[src/rtl/nasti_line_master_if.sv]
// rtl/nasti_line_master_if.sv - NASTI channel bundle (AW/W/B/AR/R) with master and slave views
interface nasti_channel #(
    parameter int ID_WIDTH   = 1,
    parameter int ADDR_WIDTH = 16,
    parameter int DATA_WIDTH = 128,
    parameter int USER_WIDTH = 1
);
    logic                    aw_valid;
    logic                    aw_ready;
    logic [ID_WIDTH-1:0]     aw_id;
    logic [ADDR_WIDTH-1:0]   aw_addr;
    logic [7:0]              aw_len;
    logic [2:0]              aw_size;
    logic [1:0]              aw_burst;
    logic                    aw_lock;
    logic [3:0]              aw_cache;
    logic [2:0]              aw_prot;
    logic [3:0]              aw_qos;
    logic [3:0]              aw_region;
    logic [USER_WIDTH-1:0]   aw_user;

    logic                    w_valid;
    logic                    w_ready;
    logic [DATA_WIDTH-1:0]   w_data;
    logic [DATA_WIDTH/8-1:0] w_strb;
    logic                    w_last;
    logic [USER_WIDTH-1:0]   w_user;

    logic                    b_valid;
    logic                    b_ready;
    logic [ID_WIDTH-1:0]     b_id;
    logic [1:0]              b_resp;
    logic [USER_WIDTH-1:0]   b_user;

    logic                    ar_valid;
    logic                    ar_ready;
    logic [ID_WIDTH-1:0]     ar_id;
    logic [ADDR_WIDTH-1:0]   ar_addr;
    logic [7:0]              ar_len;
    logic [2:0]              ar_size;
    logic [1:0]              ar_burst;
    logic                    ar_lock;
    logic [3:0]              ar_cache;
    logic [2:0]              ar_prot;
    logic [3:0]              ar_qos;
    logic [3:0]              ar_region;
    logic [USER_WIDTH-1:0]   ar_user;

    logic                    r_valid;
    logic                    r_ready;
    logic [ID_WIDTH-1:0]     r_id;
    logic [DATA_WIDTH-1:0]   r_data;
    logic [1:0]              r_resp;
    logic                    r_last;
    logic [USER_WIDTH-1:0]   r_user;

    modport master (
        output aw_valid, aw_id, aw_addr, aw_len, aw_size, aw_burst, aw_lock,
               aw_cache, aw_prot, aw_qos, aw_region, aw_user,
        input  aw_ready,
        output w_valid, w_data, w_strb, w_last, w_user,
        input  w_ready,
        input  b_valid, b_id, b_resp, b_user,
        output b_ready,
        output ar_valid, ar_id, ar_addr, ar_len, ar_size, ar_burst, ar_lock,
               ar_cache, ar_prot, ar_qos, ar_region, ar_user,
        input  ar_ready,
        input  r_valid, r_id, r_data, r_resp, r_last, r_user,
        output r_ready
    );

    modport slave (
        input  aw_valid, aw_id, aw_addr, aw_len, aw_size, aw_burst, aw_lock,
               aw_cache, aw_prot, aw_qos, aw_region, aw_user,
        output aw_ready,
        input  w_valid, w_data, w_strb, w_last, w_user,
        output w_ready,
        output b_valid, b_id, b_resp, b_user,
        input  b_ready,
        input  ar_valid, ar_id, ar_addr, ar_len, ar_size, ar_burst, ar_lock,
               ar_cache, ar_prot, ar_qos, ar_region, ar_user,
        output ar_ready,
        output r_valid, r_id, r_data, r_resp, r_last, r_user,
        input  r_ready
    );
endinterface

[src/rtl/nasti_line_master.sv]
// rtl/nasti_line_master.sv - one cache-line request in, one NASTI INCR burst out, one response back
module nasti_line_master #(
    parameter int ID_WIDTH   = 1,
    parameter int ADDR_WIDTH = 16,
    parameter int DATA_WIDTH = 128,
    parameter int USER_WIDTH = 1,
    parameter int BEATS      = 4
) (
    input  logic                          clk,
    input  logic                          rst,
    input  logic                          req_valid,
    output logic                          req_ready,
    input  logic                          req_write,
    input  logic [ADDR_WIDTH-1:0]         req_addr,
    input  logic [BEATS*DATA_WIDTH-1:0]   req_wline,
    output logic                          resp_valid,
    input  logic                          resp_ready,
    output logic                          resp_write,
    output logic [BEATS*DATA_WIDTH-1:0]   resp_rline,
    output logic                          resp_err,
    nasti_channel.master                  nasti
);
    localparam int SIZE = $clog2(DATA_WIDTH / 8);
    localparam int OFF  = $clog2(BEATS * DATA_WIDTH / 8);
    // Counter is one bit wider than a slot index so it can saturate at BEATS on overrun
    localparam int CW   = $clog2(BEATS) + 1;
    localparam logic [CW-1:0]         LAST_C     = CW'(BEATS - 1);
    localparam logic [CW-1:0]         BEATS_C    = CW'(BEATS);
    localparam logic [ADDR_WIDTH-1:0] ALIGN_MASK = ~ADDR_WIDTH'((1 << OFF) - 1);

    typedef enum logic [2:0] {S_IDLE, S_AR, S_R, S_AW, S_W, S_B, S_RESP} state_t;

    state_t                        state;
    logic [ADDR_WIDTH-1:0]         addr_q;
    logic [BEATS*DATA_WIDTH-1:0]   wline_q;
    logic [CW-1:0]                 cnt;
    logic [CW-1:0]                 cnt_inc;
    logic                          ar_valid_q;
    logic                          aw_valid_q;
    logic                          w_valid_q;
    logic                          w_last_q;
    logic [DATA_WIDTH-1:0]         w_data_q;
    logic                          r_ready_q;
    logic                          b_ready_q;

    assign cnt_inc = cnt + 1'b1;

    // Fixed burst shape: single-id, full-width INCR covering exactly one line
    assign nasti.ar_valid  = ar_valid_q;
    assign nasti.ar_id     = '0;
    assign nasti.ar_addr   = addr_q;
    assign nasti.ar_len    = 8'(BEATS - 1);
    assign nasti.ar_size   = 3'(SIZE);
    assign nasti.ar_burst  = 2'b01;
    assign nasti.ar_lock   = 1'b0;
    assign nasti.ar_cache  = 4'b0;
    assign nasti.ar_prot   = 3'b0;
    assign nasti.ar_qos    = 4'b0;
    assign nasti.ar_region = 4'b0;
    assign nasti.ar_user   = '0;
    assign nasti.aw_valid  = aw_valid_q;
    assign nasti.aw_id     = '0;
    assign nasti.aw_addr   = addr_q;
    assign nasti.aw_len    = 8'(BEATS - 1);
    assign nasti.aw_size   = 3'(SIZE);
    assign nasti.aw_burst  = 2'b01;
    assign nasti.aw_lock   = 1'b0;
    assign nasti.aw_cache  = 4'b0;
    assign nasti.aw_prot   = 3'b0;
    assign nasti.aw_qos    = 4'b0;
    assign nasti.aw_region = 4'b0;
    assign nasti.aw_user   = '0;
    assign nasti.w_valid   = w_valid_q;
    assign nasti.w_data    = w_data_q;
    assign nasti.w_strb    = '1;
    assign nasti.w_last    = w_last_q;
    assign nasti.w_user    = '0;
    assign nasti.b_ready   = b_ready_q;
    assign nasti.r_ready   = r_ready_q;

    // Response ids/users and the EXOKAY bit carry no information for a single-id master
    logic unused_inputs;
    assign unused_inputs = ^{nasti.b_id, nasti.b_user, nasti.b_resp[0],
                             nasti.r_id, nasti.r_user, nasti.r_resp[0]};

    // Transaction sequencer: request accept, address phase, data beats, response return
    always_ff @(posedge clk or posedge rst) begin
        if (rst) begin
            state      <= S_IDLE;
            req_ready  <= 1'b1;
            resp_valid <= 1'b0;
            resp_write <= 1'b0;
            resp_err   <= 1'b0;
            resp_rline <= '0;
            addr_q     <= '0;
            wline_q    <= '0;
            cnt        <= '0;
            ar_valid_q <= 1'b0;
            aw_valid_q <= 1'b0;
            w_valid_q  <= 1'b0;
            w_last_q   <= 1'b0;
            w_data_q   <= '0;
            r_ready_q  <= 1'b0;
            b_ready_q  <= 1'b0;
        end else begin
            case (state)
                S_IDLE: begin
                    if (req_valid) begin
                        addr_q     <= req_addr & ALIGN_MASK;
                        resp_write <= req_write;
                        wline_q    <= req_wline;
                        resp_err   <= 1'b0;
                        cnt        <= '0;
                        req_ready  <= 1'b0;
                        if (req_write) begin
                            aw_valid_q <= 1'b1;
                            state      <= S_AW;
                        end else begin
                            ar_valid_q <= 1'b1;
                            state      <= S_AR;
                        end
                    end
                end
                S_AR: begin
                    if (nasti.ar_ready) begin
                        ar_valid_q <= 1'b0;
                        r_ready_q  <= 1'b1;
                        state      <= S_R;
                    end
                end
                S_R: begin
                    if (nasti.r_valid) begin
                        if (cnt < BEATS_C) begin
                            resp_rline[int'(cnt)*DATA_WIDTH +: DATA_WIDTH] <= nasti.r_data;
                            cnt <= cnt_inc;
                        end
                        // Early r_last, or a beat past the end without r_last, both flag the line
                        resp_err <= resp_err | nasti.r_resp[1] |
                                    (nasti.r_last ? (cnt != LAST_C) : (cnt >= LAST_C));
                        if (nasti.r_last) begin
                            r_ready_q  <= 1'b0;
                            resp_valid <= 1'b1;
                            state      <= S_RESP;
                        end
                    end
                end
                S_AW: begin
                    if (nasti.aw_ready) begin
                        aw_valid_q <= 1'b0;
                        w_valid_q  <= 1'b1;
                        w_data_q   <= wline_q[0 +: DATA_WIDTH];
                        w_last_q   <= (BEATS == 1);
                        state      <= S_W;
                    end
                end
                S_W: begin
                    if (nasti.w_ready) begin
                        if (w_last_q) begin
                            w_valid_q <= 1'b0;
                            w_last_q  <= 1'b0;
                            b_ready_q <= 1'b1;
                            state     <= S_B;
                        end else begin
                            cnt      <= cnt_inc;
                            w_data_q <= wline_q[int'(cnt_inc)*DATA_WIDTH +: DATA_WIDTH];
                            w_last_q <= (cnt_inc == LAST_C);
                        end
                    end
                end
                S_B: begin
                    if (nasti.b_valid) begin
                        resp_err   <= nasti.b_resp[1];
                        b_ready_q  <= 1'b0;
                        resp_valid <= 1'b1;
                        state      <= S_RESP;
                    end
                end
                S_RESP: begin
                    if (resp_ready) begin
                        resp_valid <= 1'b0;
                        req_ready  <= 1'b1;
                        state      <= S_IDLE;
                    end
                end
                default: state <= S_IDLE;
            endcase
        end
    end
endmodule
[src/flat_wrapper.sv]
// flat-port wrapper written by rule: the top's interface ports become plain ports
module nasti_line_master_flat 
#(
    parameter int ID_WIDTH   = 1,
    parameter int ADDR_WIDTH = 16,
    parameter int DATA_WIDTH = 128,
    parameter int USER_WIDTH = 1,
    parameter int BEATS      = 4
)
  (clk, rst, req_valid, req_ready, req_write, req_addr, req_wline, resp_valid, resp_ready, resp_write, resp_rline, resp_err, nasti_aw_valid, nasti_aw_id, nasti_aw_addr, nasti_aw_len, nasti_aw_size, nasti_aw_burst, nasti_aw_lock, nasti_aw_cache, nasti_aw_prot, nasti_aw_qos, nasti_aw_region, nasti_aw_user, nasti_aw_ready, nasti_w_valid, nasti_w_data, nasti_w_strb, nasti_w_last, nasti_w_user, nasti_w_ready, nasti_b_valid, nasti_b_id, nasti_b_resp, nasti_b_user, nasti_b_ready, nasti_ar_valid, nasti_ar_id, nasti_ar_addr, nasti_ar_len, nasti_ar_size, nasti_ar_burst, nasti_ar_lock, nasti_ar_cache, nasti_ar_prot, nasti_ar_qos, nasti_ar_region, nasti_ar_user, nasti_ar_ready, nasti_r_valid, nasti_r_id, nasti_r_data, nasti_r_resp, nasti_r_last, nasti_r_user, nasti_r_ready);
  nasti_channel #(.ID_WIDTH(ID_WIDTH), .ADDR_WIDTH(ADDR_WIDTH), .DATA_WIDTH(DATA_WIDTH), .USER_WIDTH(USER_WIDTH)) nasti_i ();
  input  logic clk;
  input  logic rst;
  input  logic req_valid;
  output logic req_ready;
  input  logic req_write;
  input  logic [ADDR_WIDTH-1:0] req_addr;
  input  logic [BEATS*DATA_WIDTH-1:0] req_wline;
  output logic resp_valid;
  input  logic resp_ready;
  output logic resp_write;
  output logic [BEATS*DATA_WIDTH-1:0] resp_rline;
  output logic resp_err;
  output wire logic [$bits(nasti_i.aw_valid)-1:0] nasti_aw_valid;
  output wire logic [$bits(nasti_i.aw_id)-1:0] nasti_aw_id;
  output wire logic [$bits(nasti_i.aw_addr)-1:0] nasti_aw_addr;
  output wire logic [$bits(nasti_i.aw_len)-1:0] nasti_aw_len;
  output wire logic [$bits(nasti_i.aw_size)-1:0] nasti_aw_size;
  output wire logic [$bits(nasti_i.aw_burst)-1:0] nasti_aw_burst;
  output wire logic [$bits(nasti_i.aw_lock)-1:0] nasti_aw_lock;
  output wire logic [$bits(nasti_i.aw_cache)-1:0] nasti_aw_cache;
  output wire logic [$bits(nasti_i.aw_prot)-1:0] nasti_aw_prot;
  output wire logic [$bits(nasti_i.aw_qos)-1:0] nasti_aw_qos;
  output wire logic [$bits(nasti_i.aw_region)-1:0] nasti_aw_region;
  output wire logic [$bits(nasti_i.aw_user)-1:0] nasti_aw_user;
  input wire logic [$bits(nasti_i.aw_ready)-1:0] nasti_aw_ready;
  output wire logic [$bits(nasti_i.w_valid)-1:0] nasti_w_valid;
  output wire logic [$bits(nasti_i.w_data)-1:0] nasti_w_data;
  output wire logic [$bits(nasti_i.w_strb)-1:0] nasti_w_strb;
  output wire logic [$bits(nasti_i.w_last)-1:0] nasti_w_last;
  output wire logic [$bits(nasti_i.w_user)-1:0] nasti_w_user;
  input wire logic [$bits(nasti_i.w_ready)-1:0] nasti_w_ready;
  input wire logic [$bits(nasti_i.b_valid)-1:0] nasti_b_valid;
  input wire logic [$bits(nasti_i.b_id)-1:0] nasti_b_id;
  input wire logic [$bits(nasti_i.b_resp)-1:0] nasti_b_resp;
  input wire logic [$bits(nasti_i.b_user)-1:0] nasti_b_user;
  output wire logic [$bits(nasti_i.b_ready)-1:0] nasti_b_ready;
  output wire logic [$bits(nasti_i.ar_valid)-1:0] nasti_ar_valid;
  output wire logic [$bits(nasti_i.ar_id)-1:0] nasti_ar_id;
  output wire logic [$bits(nasti_i.ar_addr)-1:0] nasti_ar_addr;
  output wire logic [$bits(nasti_i.ar_len)-1:0] nasti_ar_len;
  output wire logic [$bits(nasti_i.ar_size)-1:0] nasti_ar_size;
  output wire logic [$bits(nasti_i.ar_burst)-1:0] nasti_ar_burst;
  output wire logic [$bits(nasti_i.ar_lock)-1:0] nasti_ar_lock;
  output wire logic [$bits(nasti_i.ar_cache)-1:0] nasti_ar_cache;
  output wire logic [$bits(nasti_i.ar_prot)-1:0] nasti_ar_prot;
  output wire logic [$bits(nasti_i.ar_qos)-1:0] nasti_ar_qos;
  output wire logic [$bits(nasti_i.ar_region)-1:0] nasti_ar_region;
  output wire logic [$bits(nasti_i.ar_user)-1:0] nasti_ar_user;
  input wire logic [$bits(nasti_i.ar_ready)-1:0] nasti_ar_ready;
  input wire logic [$bits(nasti_i.r_valid)-1:0] nasti_r_valid;
  input wire logic [$bits(nasti_i.r_id)-1:0] nasti_r_id;
  input wire logic [$bits(nasti_i.r_data)-1:0] nasti_r_data;
  input wire logic [$bits(nasti_i.r_resp)-1:0] nasti_r_resp;
  input wire logic [$bits(nasti_i.r_last)-1:0] nasti_r_last;
  input wire logic [$bits(nasti_i.r_user)-1:0] nasti_r_user;
  output wire logic [$bits(nasti_i.r_ready)-1:0] nasti_r_ready;
  assign nasti_aw_valid = nasti_i.aw_valid;
  assign nasti_aw_id = nasti_i.aw_id;
  assign nasti_aw_addr = nasti_i.aw_addr;
  assign nasti_aw_len = nasti_i.aw_len;
  assign nasti_aw_size = nasti_i.aw_size;
  assign nasti_aw_burst = nasti_i.aw_burst;
  assign nasti_aw_lock = nasti_i.aw_lock;
  assign nasti_aw_cache = nasti_i.aw_cache;
  assign nasti_aw_prot = nasti_i.aw_prot;
  assign nasti_aw_qos = nasti_i.aw_qos;
  assign nasti_aw_region = nasti_i.aw_region;
  assign nasti_aw_user = nasti_i.aw_user;
  assign nasti_i.aw_ready = nasti_aw_ready;
  assign nasti_w_valid = nasti_i.w_valid;
  assign nasti_w_data = nasti_i.w_data;
  assign nasti_w_strb = nasti_i.w_strb;
  assign nasti_w_last = nasti_i.w_last;
  assign nasti_w_user = nasti_i.w_user;
  assign nasti_i.w_ready = nasti_w_ready;
  assign nasti_i.b_valid = nasti_b_valid;
  assign nasti_i.b_id = nasti_b_id;
  assign nasti_i.b_resp = nasti_b_resp;
  assign nasti_i.b_user = nasti_b_user;
  assign nasti_b_ready = nasti_i.b_ready;
  assign nasti_ar_valid = nasti_i.ar_valid;
  assign nasti_ar_id = nasti_i.ar_id;
  assign nasti_ar_addr = nasti_i.ar_addr;
  assign nasti_ar_len = nasti_i.ar_len;
  assign nasti_ar_size = nasti_i.ar_size;
  assign nasti_ar_burst = nasti_i.ar_burst;
  assign nasti_ar_lock = nasti_i.ar_lock;
  assign nasti_ar_cache = nasti_i.ar_cache;
  assign nasti_ar_prot = nasti_i.ar_prot;
  assign nasti_ar_qos = nasti_i.ar_qos;
  assign nasti_ar_region = nasti_i.ar_region;
  assign nasti_ar_user = nasti_i.ar_user;
  assign nasti_i.ar_ready = nasti_ar_ready;
  assign nasti_i.r_valid = nasti_r_valid;
  assign nasti_i.r_id = nasti_r_id;
  assign nasti_i.r_data = nasti_r_data;
  assign nasti_i.r_resp = nasti_r_resp;
  assign nasti_i.r_last = nasti_r_last;
  assign nasti_i.r_user = nasti_r_user;
  assign nasti_r_ready = nasti_i.r_ready;
  nasti_line_master #(.ID_WIDTH(ID_WIDTH), .ADDR_WIDTH(ADDR_WIDTH), .DATA_WIDTH(DATA_WIDTH), .USER_WIDTH(USER_WIDTH), .BEATS(BEATS)) u_core (.clk(clk), .rst(rst), .req_valid(req_valid), .req_ready(req_ready), .req_write(req_write), .req_addr(req_addr), .req_wline(req_wline), .resp_valid(resp_valid), .resp_ready(resp_ready), .resp_write(resp_write), .resp_rline(resp_rline), .resp_err(resp_err), .nasti(nasti_i));
endmodule
[config.mk]
export PLATFORM = sky130hd
export DESIGN_NAME = nasti_line_master_flat
export DESIGN_NICKNAME = d
export VERILOG_FILES = /design/src/rtl/nasti_line_master_if.sv /design/src/rtl/nasti_line_master.sv /design/src/flat_wrapper.sv
export SDC_FILE = /design/constraint.sdc
export NUM_CORES = 2
export LEC_CHECK = 0
export CAP_MARGIN = 0
export CORE_AREA = 2 2 559 561
export DETAILED_ROUTE_END_ITERATION = 7
export DIE_AREA = 0 0 561 563
export PLACE_DENSITY_LB_ADDON = 0.08
export REMOVE_ABC_BUFFERS = 1
export SLEW_MARGIN = 5
export SYNTH_ARGS = -nofsm -noshare
export SYNTH_HDL_FRONTEND = slang
export SYNTH_SLANG_ARGS = --single-unit
[constraint.sdc]
create_clock -name clk -period 43 [get_ports clk]
set_input_delay 8.6 -clock clk [delete_from_list [all_inputs] [get_ports clk]]
set_output_delay 8.6 -clock clk [all_outputs]
set_load 0.05 [all_outputs]
==> results.sh <==
export IMPL_vias_per_cell=3.862
export IMPL_grt_pass1_vias=38334
export IMPL_gr_usage_met1=0.1734
export IMPL_hold_viol=0
export IMPL_met2_usage=0.2501
export IMPL_finalSetupViolCount=0
export IMPL_rsz0062_at_grt="false"
export IMPL_run_status="completed"
export IMPL_wl_per_cell_um=25.72
export IMPL_busiest_layer="met2"
export IMPL_gr_usage_met3=0.07927
export IMPL_maxCapViolCount=0
export IMPL_switching_power_uw=2954
export IMPL_grtUsageTotal=0.1517
export IMPL_port_buffers=1332
export IMPL_wl_um=245900
export IMPL_detail_route_antenna_nets=0
export IMPL_postCtsSetupRepairBufs=0
export IMPL_p_leak_uw=0.02980
export IMPL_seqPwrFrac=0.299
export IMPL_cts_root_buf="clkbuf_16"
export IMPL_critPathMaxStageDelay_ns=0.87
export IMPL_dieWidth_um=561
export IMPL_p_comb_frac=0.494
export IMPL_grt_overflow_total=0
export IMPL_syn_area_per_cell_um2=12.49
export IMPL_peakVddDrop_v=0.00003874
export IMPL_io_pins=1436
export IMPL_final_area_um2=72530
export IMPL_fin_crit_sh=0.3087
export IMPL_die_y_um=563
export IMPL_clk_insertion_delay_late_ns=0.82
export IMPL_synth_yosys_warnings=0
export IMPL_tritoncts="built"
export IMPL_cts_sinks=1178
export IMPL_power_density_nw_per_um2=91.32
export IMPL_hold_buffers=0
export IMPL_dieArea_um2=315800
export IMPL_tightestPinTransition_ns=1.432
export IMPL_synthCells=3993
export IMPL_synthFlopType="dfrtp_1"
export IMPL_place_congestion=0.7560
export IMPL_fin_setup_tns_ns=0
export IMPL_cp_max_fo=102
export IMPL_finalNetCount=5933
export IMPL_netlist_area_um2=49890
export IMPL_cp_slowest_cell="buf_4"
export IMPL_cts_resized=0
export IMPL_vias=36909
export IMPL_internal_power_uw=3670
export IMPL_start_kind="input pin"
export IMPL_clkSlewWorstSetupHoldPaths_ns=0.05
export IMPL_cts_path_max_buffers=4
export IMPL_core_um2=310400
export IMPL_start_util=0.1607
export IMPL_slew_headroom=0.04522
export IMPL_path_delay_family="buffers and inverters"
export IMPL_synth_seq_cells=1178
export IMPL_fmax_mhz=75.33
export IMPL_async_reset_ff_frac=1.000
export IMPL_path_buf_inv=6
export IMPL_cp_cell_sequence="clkdlybuf4s50_1, nand2b_1, nor3_2, buf_12, buf_4, buf_4, buf_4, buf_4, mux2_2"
export IMPL_cp_common_cell="buf_4"
export IMPL_fin_skew_ns=0.03055
export IMPL_row_count=205
export IMPL_ys_seq_area_frac=0.5909
export IMPL_critPathArrivalTime_ns=13.96
export IMPL_dr_pass1_iters=7
export IMPL_post_route_cells_drive_above_1_share=0.2028
export IMPL_crit_type="in -> reg"
export IMPL_synth_distinct_cells=48
export IMPL_critPathRequiredTime_ns=43.68
export IMPL_place_area_um2=67180
export IMPL_whs_ns=0.4988
export IMPL_syn_to_final_growth_pct=45.39
export IMPL_htree_num_levels=4
export IMPL_place_hpwl_um=176500
export IMPL_swShare=0.4459
export IMPL_crit_path_end_kind="flop"
export IMPL_power_frac_clock=0.207
export IMPL_grt_max_degree=169
export IMPL_drv_slew=0
export IMPL_hold_path_class="reg -> reg"
export IMPL_cts_buffers=168
export IMPL_nFillCells=33169
export IMPL_grt_pass1_wl_um=336600
export IMPL_antenna_found_initial=181
export IMPL_drtIter0Drc=2025
export IMPL_fin_crit_ns=13.27
export IMPL_synth_edf_count=0
export IMPL_power_total_uw=6623
export IMPL_drc=0
flip-flops by register name (all words and copies together) (netlist names), 3 cells and up:
| register | flops |
|---|---|
| u_core.nasti.w_data | 128 |
| u_core.wline_q | 512 |
| u_core.resp_rline | 512 |
| u_core.state | 3 |
| u_core.nasti.ar_addr | 10 |
| u_core.cnt | 3 |
logic make-up after synthesis:
logic type,Yosys count,share of synthesized area
mux,784,0.2058
flops,1178,0.5909
fa+ha+maj,6,0.001505
compound gates,676,0.07537
simple gates,562,0.05375
other cells,2,0.0001505
buf+inv,785,0.07253
per-layer routing:
metal	vias to the layer above	share of wire	wire [um]
met3	453	0.11	27870
met2	1311	0.47	116100
met1	18621	0.39	95700
met5	-	0.0046	1130
li1	16344	-	-
met4	180	0.021	5088
cells in the mapped netlist, types with 2 or more instances:
| master | count | share of area |
|---|---|---|
| and3_1 | 2 | 0.00025 |
| a21oi_1 | 138 | 0.014 |
| ha_1 | 6 | 0.0015 |
| and2_1 | 2 | 0.00025 |
| nand2_1 | 9 | 0.00068 |
| clkbuf_1 | 87 | 0.0065 |
| mux2i_1 | 3 | 0.00060 |
| nor2b_1 | 2 | 0.00025 |
| nand3_1 | 391 | 0.039 |
| mux2_2 | 653 | 0.15 |
| inv_1 | 390 | 0.029 |
| a22o_1 | 2 | 0.00035 |
| nor3b_1 | 2 | 0.00030 |
| buf_1 | 7 | 0.00053 |
| nor2_1 | 137 | 0.010 |
| o21ai_0 | 391 | 0.039 |
| nand2b_1 | 3 | 0.00038 |
| dfrtp_1 | 1177 | 0.59 |
| o31ai_1 | 3 | 0.00045 |
| and4_1 | 3 | 0.00053 |
| a31oi_1 | 3 | 0.00038 |
| mux4_2 | 128 | 0.058 |
| buf_4 | 116 | 0.017 |
| buf_2 | 183 | 0.018 |
| a22oi_1 | 128 | 0.019 |
| conb_1 | 2 | 0.00015 |
| nor3_1 | 4 | 0.00040 |
layout make-up:
class	instances	area, um2	area share
Inverter	391	1475	0.02034
Clock buffer	257	4892	0.06745
Sequential cell	1178	29480	0.4065
Tap cell	4140	5180	0.07142
Clock inverter	30	340.3	0.004692
Multi-Input combinational cell	2119	17190	0.2370
Antenna cell	49	122.6	0.001691
Timing Repair Buffer	1394	13850	0.1909
power groups by stage:
stage	Clock, uW	Combinational [uW]	Sequential [uW]
after floorplan	0	1380	2950
final	1370	3270	1980
after CTS	1440	3350	2000
after global placement	0	3340	2000
after global routing	1480	3470	2060
after detailed placement	0	3340	2010
final timing paths:
path | end | slack (ns) | cells after the start | start
max in group asynchronous | u_core.wline_q[295] | 30.96 | 6 | rst
min reg2reg | u_core.wline_q[227] | 0.50 | 1 | u_core.wline_q[227]
min in group asynchronous | u_core.resp_rline[224] | 8.31 | 2 | rst
max | u_core.wline_q[1] | 29.73 | 9 | req_valid
max reg2reg | u_core.wline_q[1] | 37.21 | 8 | u_core.state[2]
min | u_core.wline_q[227] | 0.50 | 1 | u_core.wline_q[227]
cell usage in the layout, fill, tap and decap left out, drive strengths merged, types with 128 or more instances in the layout:
cell type      count
mux2             653
a21oi            138
clkbuf           257
mux4             128
a22oi            128
nand3            391
o21ai            392
inv              397
clkdlybuf4s50   1332
dfrtp           1177
nor2             137
stage by stage:
stage	util	worst slack, ns	std cells
floorplan	-	-4.552	3688
global placement	0.2164	28.66	9222
detailed placement	0.2164	28.73	9222
CTS	0.2333	29.63	9509
global route	0.2333	29.31	9514
finish	0.2337	29.73	9558
Note: power is estimated with default switching activity, not from simulation.
